--- src/rtl/spike_event_scheduler_if.sv ---
// Handshake bundle between the spike source, the scheduler and the weight-fetch side.
// The slave modport is the scheduler's view.
interface spike_event_scheduler_if #(
    parameter int NUM_IN = 961,
    parameter int IDX_W  = 10
);
    logic [NUM_IN-1:0] frame_in;
    logic              frame_valid;
    logic              frame_ready;
    logic [IDX_W-1:0]  evt_idx;
    logic              evt_valid;
    logic              evt_ready;
    logic              frame_done;
    logic [IDX_W-1:0]  evt_count;
    logic              flush;
    logic              busy;

    modport master (
        output frame_in, frame_valid, evt_ready, flush,
        input  frame_ready, evt_idx, evt_valid, frame_done, evt_count, busy
    );

    modport slave (
        input  frame_in, frame_valid, evt_ready, flush,
        output frame_ready, evt_idx, evt_valid, frame_done, evt_count, busy
    );
endinterface

--- src/rtl/spike_event_scheduler.sv ---
// Serialises one spike frame into ascending active-spike indices, scanning SCAN_W bits per
// cycle, then pulses frame_done with the number of events emitted.
//
//   state | meaning
//   IDLE  | waiting for a frame, frame_ready=1
//   SCAN  | presenting the lowest set bit of the current chunk, one chunk at a time
//   DONE  | one-cycle frame_done pulse carrying evt_count
module spike_event_scheduler #(
    parameter int NUM_IN = 961,
    parameter int IDX_W  = 10,
    parameter int SCAN_W = 32
) (
    input  logic                      i_clk,
    input  logic                      i_rst,
    spike_event_scheduler_if.slave    io_sched
);
    localparam int NUM_CHUNK = (NUM_IN + SCAN_W - 1) / SCAN_W;
    localparam int PAD_W     = NUM_CHUNK * SCAN_W;
    localparam int PTR_W     = (NUM_CHUNK > 1) ? $clog2(NUM_CHUNK) : 1;
    localparam int POS_W     = (SCAN_W > 1) ? $clog2(SCAN_W) : 1;
    localparam logic [PTR_W-1:0] LAST_PTR = PTR_W'(NUM_CHUNK - 1);

    typedef enum logic [1:0] {IDLE, SCAN, DONE} state_t;

    state_t             r_state;
    state_t             w_state_next;
    logic [SCAN_W-1:0]  r_work [NUM_CHUNK];
    logic [PTR_W-1:0]   r_ptr;
    logic [IDX_W-1:0]   r_count;
    logic [IDX_W-1:0]   r_evt_count;

    logic [PAD_W-1:0]   w_frame_pad;
    logic [SCAN_W-1:0]  w_chunk;
    logic [SCAN_W-1:0]  w_onehot;
    logic [SCAN_W-1:0]  w_chunk_clr;
    logic [POS_W-1:0]   w_pos;
    logic [IDX_W-1:0]   w_idx;
    logic               w_evt_valid;
    logic               w_fire;
    logic               w_advance;

    assign w_frame_pad = PAD_W'(io_sched.frame_in);
    assign w_chunk     = r_work[r_ptr];
    // Isolate the lowest set bit so a transfer clears exactly that spike.
    assign w_onehot    = w_chunk & (~w_chunk + SCAN_W'(1));
    assign w_chunk_clr = w_chunk & ~w_onehot;
    assign w_evt_valid = (r_state == SCAN) && (w_chunk != '0);
    assign w_fire      = w_evt_valid && io_sched.evt_ready && !io_sched.flush;
    assign w_advance   = (r_state == SCAN) &&
                         ((w_chunk == '0) || (w_fire && (w_chunk_clr == '0)));
    assign w_idx       = IDX_W'(IDX_W'(r_ptr) * IDX_W'(SCAN_W) + IDX_W'(w_pos));

    always_comb begin
        w_pos = '0;
        for (int b = SCAN_W - 1; b >= 0; b--) begin
            if (w_chunk[b]) w_pos = POS_W'(b);
        end
    end

    always_ff @(posedge i_clk) begin
        if (i_rst) r_state <= IDLE;
        else       r_state <= w_state_next;
    end

    always_comb begin
        w_state_next = r_state;
        if (io_sched.flush) begin
            w_state_next = IDLE;
        end else begin
            case (r_state)
                IDLE:    if (io_sched.frame_valid) w_state_next = SCAN;
                SCAN:    if (w_advance && (r_ptr == LAST_PTR)) w_state_next = DONE;
                DONE:    w_state_next = IDLE;
                default: w_state_next = IDLE;
            endcase
        end
    end

    always_ff @(posedge i_clk) begin
        if (i_rst || io_sched.flush) begin
            for (int c = 0; c < NUM_CHUNK; c++) r_work[c] <= '0;
            r_ptr   <= '0;
            r_count <= '0;
            if (i_rst) r_evt_count <= '0;
        end else begin
            case (r_state)
                IDLE: begin
                    if (io_sched.frame_valid) begin
                        for (int c = 0; c < NUM_CHUNK; c++)
                            r_work[c] <= w_frame_pad[c*SCAN_W +: SCAN_W];
                        r_ptr   <= '0;
                        r_count <= '0;
                    end
                end
                SCAN: begin
                    if (w_fire) begin
                        r_work[r_ptr] <= w_chunk_clr;
                        r_count       <= r_count + IDX_W'(1);
                    end
                    // Pointer wraps to 0 so it never addresses past the last chunk.
                    if (w_advance) r_ptr <= (r_ptr == LAST_PTR) ? '0 : r_ptr + PTR_W'(1);
                end
                DONE:    r_evt_count <= r_count;
                default: ;
            endcase
        end
    end

    always_comb begin
        io_sched.frame_ready = (r_state == IDLE);
        io_sched.busy        = (r_state != IDLE);
        io_sched.frame_done  = (r_state == DONE);
        io_sched.evt_valid   = w_evt_valid;
        io_sched.evt_idx     = w_evt_valid ? w_idx : '0;
        io_sched.evt_count   = (r_state == DONE) ? r_count : r_evt_count;
    end
endmodule

--- src/flat_wrapper.sv ---
// flat-port wrapper written by rule: the top's interface ports become plain ports
module spike_event_scheduler_flat 
#(
    parameter int NUM_IN = 961,
    parameter int IDX_W  = 10,
    parameter int SCAN_W = 32
)
  (i_clk, i_rst, io_sched_frame_in, io_sched_frame_valid, io_sched_evt_ready, io_sched_flush, io_sched_frame_ready, io_sched_evt_idx, io_sched_evt_valid, io_sched_frame_done, io_sched_evt_count, io_sched_busy);
  spike_event_scheduler_if #(.NUM_IN(NUM_IN), .IDX_W(IDX_W)) io_sched_i ();
  input  logic i_clk;
  input  logic i_rst;
  input wire logic [$bits(io_sched_i.frame_in)-1:0] io_sched_frame_in;
  input wire logic [$bits(io_sched_i.frame_valid)-1:0] io_sched_frame_valid;
  input wire logic [$bits(io_sched_i.evt_ready)-1:0] io_sched_evt_ready;
  input wire logic [$bits(io_sched_i.flush)-1:0] io_sched_flush;
  output wire logic [$bits(io_sched_i.frame_ready)-1:0] io_sched_frame_ready;
  output wire logic [$bits(io_sched_i.evt_idx)-1:0] io_sched_evt_idx;
  output wire logic [$bits(io_sched_i.evt_valid)-1:0] io_sched_evt_valid;
  output wire logic [$bits(io_sched_i.frame_done)-1:0] io_sched_frame_done;
  output wire logic [$bits(io_sched_i.evt_count)-1:0] io_sched_evt_count;
  output wire logic [$bits(io_sched_i.busy)-1:0] io_sched_busy;
  assign io_sched_i.frame_in = io_sched_frame_in;
  assign io_sched_i.frame_valid = io_sched_frame_valid;
  assign io_sched_i.evt_ready = io_sched_evt_ready;
  assign io_sched_i.flush = io_sched_flush;
  assign io_sched_frame_ready = io_sched_i.frame_ready;
  assign io_sched_evt_idx = io_sched_i.evt_idx;
  assign io_sched_evt_valid = io_sched_i.evt_valid;
  assign io_sched_frame_done = io_sched_i.frame_done;
  assign io_sched_evt_count = io_sched_i.evt_count;
  assign io_sched_busy = io_sched_i.busy;
  spike_event_scheduler #(.NUM_IN(NUM_IN), .IDX_W(IDX_W), .SCAN_W(SCAN_W)) u_core (.i_clk(i_clk), .i_rst(i_rst), .io_sched(io_sched_i));
endmodule
--- config.mk ---
export PLATFORM = sky130hd
export DESIGN_NAME = spike_event_scheduler_flat
export DESIGN_NICKNAME = d
export VERILOG_FILES = /design/src/rtl/spike_event_scheduler_if.sv /design/src/rtl/spike_event_scheduler.sv /design/src/flat_wrapper.sv
export SDC_FILE = /design/constraint.sdc
export NUM_CORES = 2
export LEC_CHECK = 0
export CELL_PAD_IN_SITES_DETAIL_PLACEMENT = 0
export CELL_PAD_IN_SITES_GLOBAL_PLACEMENT = 1
export CORE_ASPECT_RATIO = 0.5
export CORE_MARGIN = 8
export CORE_UTILIZATION = 45
export CTS_CLUSTER_DIAMETER = 80
export DETAILED_ROUTE_END_ITERATION = 10
export GPL_TIMING_DRIVEN = 0
export PLACE_DENSITY_LB_ADDON = 0.15
export RECOVER_POWER = 25
export SKIP_LAST_GASP = 1
export SYNTH_ARGS = -nofsm -noshare
export SYNTH_HDL_FRONTEND = slang
export SYNTH_SLANG_ARGS = --single-unit
--- constraint.sdc ---
create_clock -name i_clk -period 11.4 [get_ports i_clk]
set_clock_uncertainty 0.2 [all_clocks]
set_input_delay 2.28 -clock i_clk [delete_from_list [all_inputs] [get_ports i_clk]]
set_output_delay 2.28 -clock i_clk [all_outputs]
set_load 0.1 [all_outputs]
==> impl_metrics.json <==
{
  "grt_remaining_overflow": 0,
  "wl_per_cell_um": 37.5,
  "hpwl_mm": 213,
  "worstSkewPairLatency_ns": 0.75,
  "port_buffers": 989,
  "multiInputGateArea_mm2": 0.0189,
  "violations": "max-capacitance violations, max-slew violations",
  "outcome": "finished with violations",
  "pwr-share-comb": 0.123,
  "postSynth.asyncResetShare": 0,
  "ys_warn_count": 0,
  "crit_family": "buffers and inverters",
  "rsz0062_at_grt": "no",
  "fin_cells": 7299,
  "critPathKind": "flop to output port",
  "max_freq_mhz": 87.8,
  "initial_core_util": 0.455,
  "ant_nets": 0,
  "power_density_mw_per_mm2": 133,
  "cts-root-buf": "clkbuf_16",
  "die_w_um": 499,
  "slew_violations": 56,
  "dpl.cell_count": 7097,
  "slowest_delay_ns": 1.21,
  "sw_frac_of_total": 0.253,
  "drive_gt1_frac": 0.0819,
  "postSynthCellCount": 4545,
  "antenna_found_initial": 29,
  "grt_usage": 0.405,
  "final.setup.tns_ns": 0,
  "clk_pin_slew_ns": 0.07,
  "path_max_fanout": 10,
  "worst_hold_path_type": "flop to flop",
  "cp.depth": 15,
  "cp.buffers_inverters": 7,
  "final-seq-area_mm2": 0.0315,
  "end_kind": "output port",
  "cp.required_ns": 8.92,
  "internal_power_uw": 6760,
  "synth_area_mm2": 0.0525,
  "cts_tree": "done",
  "first_pass_iters": 6,
  "reg2regPathDepth": 17,
  "ios": 990,
  "htreeDepth": 3,
  "die_area_mm2": 0.129,
  "pwr-share-seq": 0.506,
  "p_leak_uw": 0.0239,
  "drt-total-wl_mm": 274,
  "power.net_switching_uw": 2290,
  "slowest_stage": "clkbuf_1",
  "die_h_um": 258,
  "grt_pass1_vias": 47600,
  "path_cells": "buf_6 -> buf_12 -> buf_6 -> clkbuf_1 -> mux2i_1 -> a211oi_1 -> nor3_1 -> nand4_1 -> nor4_4 -> clkbuf_1 -> a21oi_1 -> clkbuf_1 -> nand3_1 -> a21oi_1 -> clkdlybuf4s50_1",
  "rows": 88,
  "grt_start_max_net_pins": 33,
  "synth_ff_type": "edfxtp_1",
  "crit_top_cell": "clkbuf_1",
  "power_uw": 9050,
  "maxCapViolCount": 7,
  "tightest_slew_ns": 1.75,
  "p_clk_frac": 0.371,
  "area_growth_pct": 29.6,
  "core-area_mm2": 0.116,
  "synth_seq_cells": 1055,
  "slew_headroom": -0.173,
  "fin_crit_ns": 11.39,
  "vdd_drop_max_uv": 111,
  "cts_sinks": 1055,
  "ys_types": 74,
  "critPathLaunchType": "flop",
  "routed_via_density": 6.61,
  "yosysSeqAreaShare": 0.599,
  "setup_viol_count_final": 0,
  "grt_pass1_wl_mm": 364,
  "numCtsBuffers": 94,
  "drc": 0,
  "n_fill_cell": 9843,
  "fin_crit_sh": 0.999,
  "fin_nets": 6634,
  "synth_edf_count": 1033,
  "via_count": 48300,
  "hold_viol_final": 0,
  "worstPathArrival_ns": 8.91,
  "syn_nets": 5516,
  "hold_depth": 2,
  "gp_congestion": 1.02,
  "synth_area_per_cell_um2": 11.6,
  "drt_iter0_drc": 8369,
  "clock_path_buffers": 3
}
==> power groups by stage <==
stage | Combinational (uW) | Sequential (uW) | Clock, uW
2_1_floorplan | 393 | 4630 | 0
3_3_place_gp | 1040 | 4650 | 0
3_5_place_dp | 1080 | 4660 | 0
4_1_cts | 1080 | 4570 | 3300
5_1_grt | 1140 | 4590 | 3440
6_report | 1120 | 4580 | 3360
==> kinds of logic after synthesis <==
group | after synthesis | synth area share
and+or+nand+nor | 1323 | 0.114
muxes | 442 | 0.115
xor gates and xnor gates | 7 | 0.00117
AOI/OAI and AO/OA | 1213 | 0.128
buffers and inverters | 500 | 0.0430
adders and majority gates | 5 | 0.00119
DFF | 1055 | 0.599
==> state kept, by name, indices dropped and copies added (netlist names), named ones only <==
register and count:
u_core.r_work 1023, u_core.r_count 10, u_core.r_evt_count 10, u_core.r_ptr 5, u_core.r_state 2
==> final cells by class <==
| class | count | area share |
|---|---|---|
| Tap cell | 1530 | 0.0281 |
| Timing Repair Buffer | 1023 | 0.155 |
| Clock buffer | 113 | 0.0368 |
| Inverter | 48 | 0.00265 |
| Sequential cell | 1055 | 0.462 |
| Antenna cell | 28 | 0.00103 |
| Buffer | 451 | 0.0301 |
| Clock inverter | 61 | 0.00790 |
| Multi-Input combinational cell | 2990 | 0.277 |
==> worst min-delay path, stage by stage, from the launching register on <==
cell and delay [ns]:
dfxtp_1 0.33, o21ai_0 0.08, a21oi_1 0.06
==> cells in the mapped netlist (all sizes together) (3+ instances only) <==
master	number	area, um^2
edfxtp	1033	31000
o21ai	969	4850
nand2	687	2590
nand3	426	2140
clkbuf	335	1260
mux2i	285	2850
mux4	124	2790
buf	117	821
a22oi	107	803
nor2	67	269
inv	47	176
and3	37	236
a21oi	33	165
mux2	33	372
a211oi	29	273
and2	27	171
dfxtp	22	440
nand4	13	93.8
o22ai	13	81.3
nor3	11	80.1
a22o	10	87.6
a21o	9	67.6
nor2b	9	56.3
nand2b	8	50.1
a31o	7	61.3
a31oi	7	43.8
or2	7	43.8
or3	6	37.5
xor2	6	52.6
ha	5	62.6
nand3b	5	37.5
nor3b	5	37.5
a32oi	4	35.0
or4	4	30.0
a41o	3	30.0
o31ai	3	22.5
or3b	3	26.3
==> cells in the final DEF, fill, tap and decap left out, drive strengths merged, types with 7 or more instances in the layout <==
cell type      count
and3              37
nor2b              9
a21oi             33
bufinv             9
buf              126
and2              27
inv               49
nand3            426
a22oi            107
nand2            687
nor2              67
mux2              33
diode             28
dlygate4sd3       14
dfxtp             22
a21o               9
o21ai            969
a31oi              7
mux4             124
clkinv            45
nand4             13
o22ai             13
clkbuf           472
a22o              10
mux2i            285
nor3              11
a211oi            29
or2                7
nand2b             8
edfxtp          1033
clkdlybuf4s50    975
a31o               7
==> stage by stage <==
stage               instance area, um^2  hold WS (ns)   util  setup WS [ns]
global placement                  64400         0.287  0.557           1.09
CTS                               68100         0.310  0.590          0.322
finish                            68100         0.313  0.590         0.0137
detailed placement                65100         0.301  0.563           1.12
floorplan                         52500         0.256      -           3.57
global route                      68100         0.343  0.590         0.0475
==> repair_timing <==
item	in CTS	in global routing
gates resized for setup	0	0
hold buffers	0	0
endpoints found under the hold margin	0	0
setup endpoints to repair	0	1
setup buffers	0	0
==> metal layers <==
layer  vias to the layer above  track usage  share of wire
li1                      19300            -              -
met1                     23800        0.503           0.34
met2                      4269        0.610           0.44
met3                       876        0.146           0.15
met4                        14        0.238          0.070
met5                         -            0        0.00046
==> worst paths after layout <==
kind / start / endpoint / slack [ns]
worst min-delay path: u_core.r_count[7]$_SDFFE_PP0P_ / u_core.r_count[7]$_SDFFE_PP0P_ / 0.31
worst max register to register: flop / u_core.r_work[24][3]$_DFFE_PP_ / 1.73
worst max-delay path: flop / io_sched_evt_idx[0] / 0.01
worst min register to register: u_core.r_count[7]$_SDFFE_PP0P_ / u_core.r_count[7]$_SDFFE_PP0P_ / 0.31
Note: power is estimated with default switching activity, not from simulation.
